## config.mk

```make
export PLATFORM = sky130hd
export DESIGN_NAME = mem_stage_flat
export DESIGN_NICKNAME = d
export VERILOG_FILES = /design/src/rtl/mem_stage_if.sv /design/src/rtl/mem_stage.sv /design/src/flat_wrapper.sv
export SDC_FILE = /design/constraint.sdc
export NUM_CORES = 1
export LEC_CHECK = 0
export CORE_MARGIN = 4
export CORE_UTILIZATION = 43
export DETAILED_ROUTE_END_ITERATION = 10
export PLACE_DENSITY = 0.8
export SYNTH_ARGS = -nofsm -noshare
export SYNTH_HDL_FRONTEND = slang
export SYNTH_SLANG_ARGS = --single-unit
```

## constraint.sdc

```tcl
create_clock -name clk -period 2.34 [get_ports clk]
set_clock_uncertainty 0.05 [all_clocks]
set_input_delay 0.585 -clock clk [delete_from_list [all_inputs] [get_ports clk]]
set_output_delay 0.585 -clock clk [all_outputs]
set_load 0.05 [all_outputs]
```

## src/rtl/mem_stage_if.sv

```systemverilog
// Data-memory bus between the MEM stage (master) and data memory (slave).
// Request is held until a one-cycle ack returns read data.
interface mem_stage_if;
   logic        dm_req;
   logic        dm_we;
   logic [31:0] dm_addr;
   logic [31:0] dm_wdata;
   logic        dm_ack;
   logic [31:0] dm_rdata;

   modport master (
      output dm_req, dm_we, dm_addr, dm_wdata,
      input  dm_ack, dm_rdata
   );

   modport slave (
      input  dm_req, dm_we, dm_addr, dm_wdata,
      output dm_ack, dm_rdata
   );
endinterface

```

## src/rtl/mem_stage.sv

```systemverilog
// MEM stage: variable-latency load/store with timeout and MEM/WB register.
// Optional misalignment trap enabled by defining MEM_ALIGN_CHECK_EN.
module mem_stage #(
   parameter int unsigned WAIT_LIMIT = 64
) (
   input  logic        clk,
   input  logic        rst,
   input  logic        mwreg,
   input  logic        mm2reg,
   input  logic        mwmem,
   input  logic [31:0] C_r,
   input  logic [31:0] mb,
   input  logic [4:0]  mrn,
   input  logic [31:0] minstr,
   mem_stage_if.master dm,
   output logic        mem_stall,
   output logic        wwreg,
   output logic        wm2reg,
   output logic [31:0] wmo,
   output logic [31:0] walu,
   output logic [4:0]  wrn,
   output logic [31:0] winstr,
   output logic        wbus_err,
   output logic        walign_err
);

   typedef enum logic [1:0] {
      IDLE,
      WAIT,
      DONE
   } state_t;

   localparam logic [7:0] LIM = 8'(WAIT_LIMIT - 1);

   state_t      state;
   logic [7:0]  cnt;
   logic [31:0] buf_q;
   logic        err_q;
   logic        acc;
   logic        mis;

   assign acc = mm2reg | mwmem;

`ifdef MEM_ALIGN_CHECK_EN
   assign mis = |C_r[1:0];

   always_ff @(posedge clk) begin
      if (rst) walign_err <= 1'b0;
      else walign_err <= (state == IDLE) && acc && mis;
   end
`else
   assign mis = 1'b0;
   assign walign_err = 1'b0;
`endif

   assign mem_stall = ((state == IDLE) && acc && !mis)
                    || (state == WAIT);

   always_ff @(posedge clk) begin
      if (rst) begin
         state       <= IDLE;
         cnt         <= '0;
         buf_q       <= '0;
         err_q       <= 1'b0;
         dm.dm_req   <= 1'b0;
         dm.dm_we    <= 1'b0;
         dm.dm_addr  <= '0;
         dm.dm_wdata <= '0;
         wwreg       <= 1'b0;
         wm2reg      <= 1'b0;
         wmo         <= '0;
         walu        <= '0;
         wrn         <= '0;
         winstr      <= '0;
         wbus_err    <= 1'b0;
      end else begin
         wbus_err <= 1'b0;
         unique case (state)
            IDLE: begin
               wmo  <= '0;
               walu <= C_r;
               wrn  <= mrn;
               if (acc && !mis) begin
                  wwreg       <= 1'b0;
                  wm2reg      <= 1'b0;
                  winstr      <= '0;
                  dm.dm_req   <= 1'b1;
                  dm.dm_we    <= mwmem;
                  dm.dm_addr  <= {C_r[31:2], 2'b00};
                  dm.dm_wdata <= mb;
                  cnt         <= '0;
                  err_q       <= 1'b0;
                  state       <= WAIT;
               end else begin
                  // a trapped misaligned access must not write back
                  wwreg  <= mwreg & ~acc;
                  wm2reg <= mm2reg & ~acc;
                  winstr <= minstr;
               end
            end
            WAIT: begin
               wwreg  <= 1'b0;
               wm2reg <= 1'b0;
               winstr <= '0;
               cnt    <= cnt + 8'd1;
               if (dm.dm_ack) begin
                  buf_q     <= dm.dm_rdata;
                  dm.dm_req <= 1'b0;
                  state     <= DONE;
               end else if (cnt == LIM) begin
                  dm.dm_req <= 1'b0;
                  err_q     <= 1'b1;
                  state     <= DONE;
               end
            end
            DONE: begin
               wwreg    <= mwreg & ~err_q;
               wm2reg   <= mm2reg & ~err_q;
               wmo      <= buf_q;
               walu     <= C_r;
               wrn      <= mrn;
               winstr   <= minstr;
               wbus_err <= err_q;
               err_q    <= 1'b0;
               state    <= IDLE;
            end
            default: state <= IDLE;
         endcase
      end
   end

endmodule

```

## src/flat_wrapper.sv

```systemverilog
// flat-port wrapper written by rule: the top's interface ports become plain ports
module mem_stage_flat 
#(
   parameter int unsigned WAIT_LIMIT = 64
)
  (clk, rst, mwreg, mm2reg, mwmem, C_r, mb, mrn, minstr, mem_stall, wwreg, wm2reg, wmo, walu, wrn, winstr, wbus_err, walign_err, dm_dm_req, dm_dm_we, dm_dm_addr, dm_dm_wdata, dm_dm_ack, dm_dm_rdata);
  mem_stage_if dm_i ();
  input  logic clk;
  input  logic rst;
  input  logic mwreg;
  input  logic mm2reg;
  input  logic mwmem;
  input  logic [31:0] C_r;
  input  logic [31:0] mb;
  input  logic [4:0] mrn;
  input  logic [31:0] minstr;
  output logic mem_stall;
  output logic wwreg;
  output logic wm2reg;
  output logic [31:0] wmo;
  output logic [31:0] walu;
  output logic [4:0] wrn;
  output logic [31:0] winstr;
  output logic wbus_err;
  output logic walign_err;
  output wire logic [$bits(dm_i.dm_req)-1:0] dm_dm_req;
  output wire logic [$bits(dm_i.dm_we)-1:0] dm_dm_we;
  output wire logic [$bits(dm_i.dm_addr)-1:0] dm_dm_addr;
  output wire logic [$bits(dm_i.dm_wdata)-1:0] dm_dm_wdata;
  input wire logic [$bits(dm_i.dm_ack)-1:0] dm_dm_ack;
  input wire logic [$bits(dm_i.dm_rdata)-1:0] dm_dm_rdata;
  assign dm_dm_req = dm_i.dm_req;
  assign dm_dm_we = dm_i.dm_we;
  assign dm_dm_addr = dm_i.dm_addr;
  assign dm_dm_wdata = dm_i.dm_wdata;
  assign dm_i.dm_ack = dm_dm_ack;
  assign dm_i.dm_rdata = dm_dm_rdata;
  mem_stage #(.WAIT_LIMIT(WAIT_LIMIT)) u_core (.clk(clk), .rst(rst), .mwreg(mwreg), .mm2reg(mm2reg), .mwmem(mwmem), .C_r(C_r), .mb(mb), .mrn(mrn), .minstr(minstr), .dm(dm_i), .mem_stall(mem_stall), .wwreg(wwreg), .wm2reg(wm2reg), .wmo(wmo), .walu(walu), .wrn(wrn), .winstr(winstr), .wbus_err(wbus_err), .walign_err(walign_err));
endmodule
```

# Yosys cells after proc, flatten, opt, wreduce, memory -nomap -nowiden
# Cells that the tools add are included.
op_classes:
  eq_ne: 7
  div_mod_pow: 0
  shifts: 0
  bitwise: 8
  n_lt_le_gt_ge: 0
  multipliers: 0
  reduce_logical: 14
  n_mux: 21
  add_sub_neg: 1
ops:
  columns: ["operator", "count"]
  rows:
  - ["$pmux W32 S3", 1]
  - ["$pmux W32 S2", 1]
  - ["$mux W32", 1]
  - ["$pmux W8 S2", 1]
  - ["$pmux W1 S3", 3]
  - ["$add A8 B1 Y8 const B", 1]
  - ["$eq A8 B6 Y1 const B", 1]
  - ["$mux W1", 8]
  - ["$mux W8", 1]
  - ["$reduce_and A2 Y1", 4]
  - ["$mux W2", 3]
  - ["$and A1 B1 Y1", 4]
  - ["$ne A2 B2 Y1 const B", 2]
  - ["$pmux W2 S2", 1]
  - ["$reduce_and A4 Y1", 1]
  - ["$reduce_bool A2 Y1", 2]
  - ["$reduce_or A2 Y1", 2]
  - ["$ne A3 B3 Y1 const B", 1]
  - ["$not A1 Y1", 3]
  - ["$reduce_and A3 Y1", 1]
  - ["$reduce_bool A3 Y1", 1]
  - ["$eq A2 B1 Y1 const B", 1]
  - ["$eq A2 B2 Y1 const B", 1]
  - ["$logic_not A2 Y1", 1]
  - ["5 further kinds", 5]
word_totals:
  ram_bits: 0
  n_memories: 0
  latchBits: 0
  word_cells: 66
  register_bits: 211
  mem_bits_ro: 0
  in_bits: 139
  out_inout_bits: 172

# Longest topological paths before layout
depth:
  ltp_word: 5
  depth_mapped: 8
  depth_no_buf: 6

# Worst setup path before layout
# No wires, ideal clock.
synth_timing:
  path_kind: "reg-to-output"
  start: "register u_core.state[1]"
  end: "output port mem_stall"
  stages_incl_launch_ff: 5
  arrival_time_ns: 1.286
  path_buffers: 1
  t_required_ns: 1.705
  slack_ns: 0.419
  cell_sequence: "dfxtp_1 inv_1 ha_1 clkbuf_1 nand2b_1"
synth_between:
  elab_chain_len: 3
synth_lines:
  columns: ["item", "line", "rtl"]
  rows:
  - ["start: declaration", "mem_stage.sv:35", "state_t state;"]
  - ["start signal: assignment", "mem_stage.sv:61", "state <= IDLE;"]
  - ["start signal: assignment", "mem_stage.sv:93", "state <= WAIT;"]
  - ["start signal: assignment", "mem_stage.sv:109", "state <= DONE;"]
  - ["$logic_not A2 Y1", "mem_stage.sv:56", "assign mem_stall = ((state == IDLE) && acc && !mis)"]
  - ["$logic_and A1 B1 Y1", "mem_stage.sv:56", null]
  - ["$logic_or A1 B1 Y1 (*)", "mem_stage.sv:57", "|| (state == WAIT);"]
  - ["end: declaration", "flat_wrapper.sv:17", "output logic mem_stall;"]
# Every way passes the cells marked *; elsewhere a longest branch is shown, timed or not.

# Worst setup path after layout
layout_timing:
  start: "register u_core.wrn[4]"
  end: "output port wrn[4]"
layout_lines:
  columns: ["item", "line", "rtl"]
  rows:
  - ["start: declaration", "mem_stage.sv:21", "output logic [4:0] wrn,"]
  - ["start signal: assignment", "mem_stage.sv:82", "wrn <= mrn;"]
  - ["start signal: assignment", "mem_stage.sv:121", "wrn <= mrn;"]
  - ["end: declaration", "flat_wrapper.sv:22", "output logic [4:0] wrn;"]
# No word-level cell between the ends.

==> reports/qor.txt <==
gpl congestion: 0.807
Post-Synth XOR/XNOR Area: 0.00466
Placement Setup Slack: -0.0144 ns
CTS sink cnt: 211
min setup slack post-route: 0.0141 ns
internal reg-to-reg setup slack: 0.30 ns
final wirelength: 22700 µm
Clock Tree Buf Depth: 3
antenna violations before repair: 0
largest family of logic cells by synthesized area: simple AND/OR/NAND/NOR gates
Internal: 6790 µW
worst min-delay path startpoint: u_core.walu[15]
#FFs+latches synth: 211
Setup crit end kind: primary output
H-tree depth: 1
setup violators final: 0
detailed placement HPWL: 15500 µm
Num CTS Buffers: 23
vias in the first global route: 6914
GR Util All Layers: 0.218
Die X: 140 µm
largest net degree at the start of global routing: 146
Logic pwr share: 0.240
compound-gate portion of the synthesized area: 0.167
drt drc: 0
Synth Warn #: 0
Sw Pwr: 3010 µW
Worst Max-Slew Pin Slew: 1.07 ns
filler instances: 1351
Layout area overhead: 55.2%
simple-gate share of the synthesized area: 0.214
ys flop type: dfxtp_1
layout cells sized above 1: 0.0639
Startpoint Class: flip-flop
row count: 48
Core ar.: 0.0172 mm²
commonest non-fill, non-tap cell in the layout: clkdlybuf4s50_1
Switching Fraction: 0.307
DRT Pass-1 Iters: 5
Pleak: 0.00468 µW
status: completed
WL per Instance: 16.1 µm
sequential fraction of design power: 0.405
pins over their slew limit: 0
Die ar.: 0.0197 mm²
first-pass GRT wire length: 35700 µm
crit-path leading delay family: buffers and inverters
clock slew at reported path FFs: 0.06 ns
final hold viol count: 0
CP required: 1.70 ns
area of the multi-input gates: 0.00301 mm²
final core area utilization: 0.677
share of synthesized registers carrying an async set or reset: 0
Syn Area/Cell: 8.44 µm²
IO Pins: 311
RR Startpoint: u_core.state[0]
Crit Path Max Fanout: 2
PortBufs: 307
Clock Latency Late Sink: 0.49 ns
Worst Hold Class: flip-flop to flip-flop
Initial Util: 0.436
sequential share of the synthesized area: 0.562
number of flops mapped to enable cells by yosys: 0
initial drt markers: 425
Root Driver: clkbuf_16
MaxCap Viol Count: 0
Worst Path Buf+Inv: 1
Unique masters post-synth: 39
Adder-Cell Fraction of Synth Area: 0.00833
CP max stage cell: clkdlybuf4s50_1
power per cell area: 840 mW/mm²
worst hold slack: 0.395 ns
fin crit share: 0.994
routed vias: 7167
Max Freq: 430 MHz
most frequent cells in the layout: clkdlybuf4s50_1 (278), nand2_1 (271), dfxtp_1 (211)
Synth Cell Area: 0.00751 mm²
crit path DAT: 1.69 ns
Clock Power Share: 0.355
DRT antenna net count: 0
nets: 1320
crit-path cells: clkdlybuf4s50_1
Die Span Y: 140 µm
CTS tree: done
WS Path Type: flip-flop to primary output
TNS Setup: 0 ns
Gate Count Post-Synth: 890
ant diodes: 0
flip-flop and latch area: 0.00422 mm²
Worst Setup SP: u_core.wrn[4]
CP max stage delay: 0.83 ns
min cycle time layout: 2.33 ns
multiplexer share of the synthesized area: 0
Avg Vias per Cell: 5.07
global route total overflow: 0
worst IR drop on VDD: 587 µV
Slew HR: 0.286
## sequential cells by signal (all words and copies together), names as in the netlist
register            cells
u_core.buf_q           32
u_core.cnt              8
u_core.dm.dm_addr      30
u_core.dm.dm_req        1
u_core.dm.dm_wdata     32
u_core.dm.dm_we         1
u_core.err_q            1
u_core.state            2
u_core.walu            32
u_core.wbus_err         1
u_core.winstr          32
u_core.wm2reg           1
u_core.wmo             32
u_core.wrn              5
u_core.wwreg            1
## metal layers
metal	track usage	part of all wire	wire (µm)
met1	0.263	0.40	9010
met2	0.363	0.48	10800
met3	0.0659	0.086	1950
met4	0.0898	0.042	950
met5	0	0	0
## through the flow
stage                     instance area, µm²  std cells  total power (µW)
after floorplan                         7520        892              5430
after global placement                 10900       1376              6350
after detailed placement               10900       1376              6380
after CTS                              11600       1414              9880
after global routing                   11700       1414             10200
final                                  11700       1414              9790
## logic make-up (layout without fill, tap and decap cells)
kind of cell             Yosys count  after routing
flip-flops                       211            211
XOR/XNOR                           4              4
other                              1              3
adder cells (fa/ha/maj)            5              5
AO/OA/AOI/OAI                    220            220
AND/OR/NAND/NOR                  376            376
buffers and inverters             73            370
## path summary, 6_finish.rpt
| kind | to | depth (start not counted) |
|---|---|---|
| worst max-delay path | wrn[4] | 1 |
| worst max register to register | u_core.walu[18] | 5 |
| worst min-delay path | u_core.walu[15] | 2 |
| worst min register to register | u_core.walu[15] | 2 |
## power by group through the flow
stage	Combinational, µW	Sequential [µW]	Clock, µW
6_report	2350	3960	3480
5_1_grt	2490	3990	3710
4_1_cts	2370	3970	3550
3_5_place_dp	2340	4040	0
3_3_place_gp	2320	4030	0
2_1_floorplan	677	4750	0
## cell usage after synthesis, types with 2 or more instances
cell type | number | area, µm²
or3b_2 | 2 | 17.5
clkbuf_1 | 44 | 165
nor3_1 | 5 | 25.0
buf_2 | 11 | 55.1
xnor2_1 | 3 | 26.3
or3_1 | 2 | 12.5
buf_4 | 3 | 22.5
a22o_1 | 28 | 245
buf_1 | 10 | 37.5
nand2_1 | 271 | 1020
o21ai_0 | 8 | 40.0
nand4_1 | 2 | 12.5
a22oi_1 | 5 | 37.5
a21oi_1 | 171 | 856
o21bai_1 | 2 | 15.0
dfxtp_1 | 211 | 4220
nor3b_1 | 35 | 263
nand2b_1 | 3 | 18.8
ha_1 | 5 | 62.6
buf_8 | 2 | 30.0
nor2_1 | 48 | 180
inv_1 | 2 | 7.51
## area by class of cell
type                       count  share of cell area
tap                          225              0.0241
inverter                       2            0.000644
timing repair buffer         330               0.292
multi-input combinational    608               0.258
clock buffer                  31              0.0571
clock inverter                 7             0.00547
sequential                   211               0.362
## repair_timing
| item | CTS | global route |
|---|---|---|
| buffers inserted | 0 | 0 |
| resized for setup | 9 | 21 |
| endpoints found under the setup margin | 6 | 21 |
| pin swaps | 0 | 0 |
| hold buffers | 0 | 0 |
| hold endpoints to repair | 0 | 0 |
No activity file was read; power rests on OpenSTA's default activity.
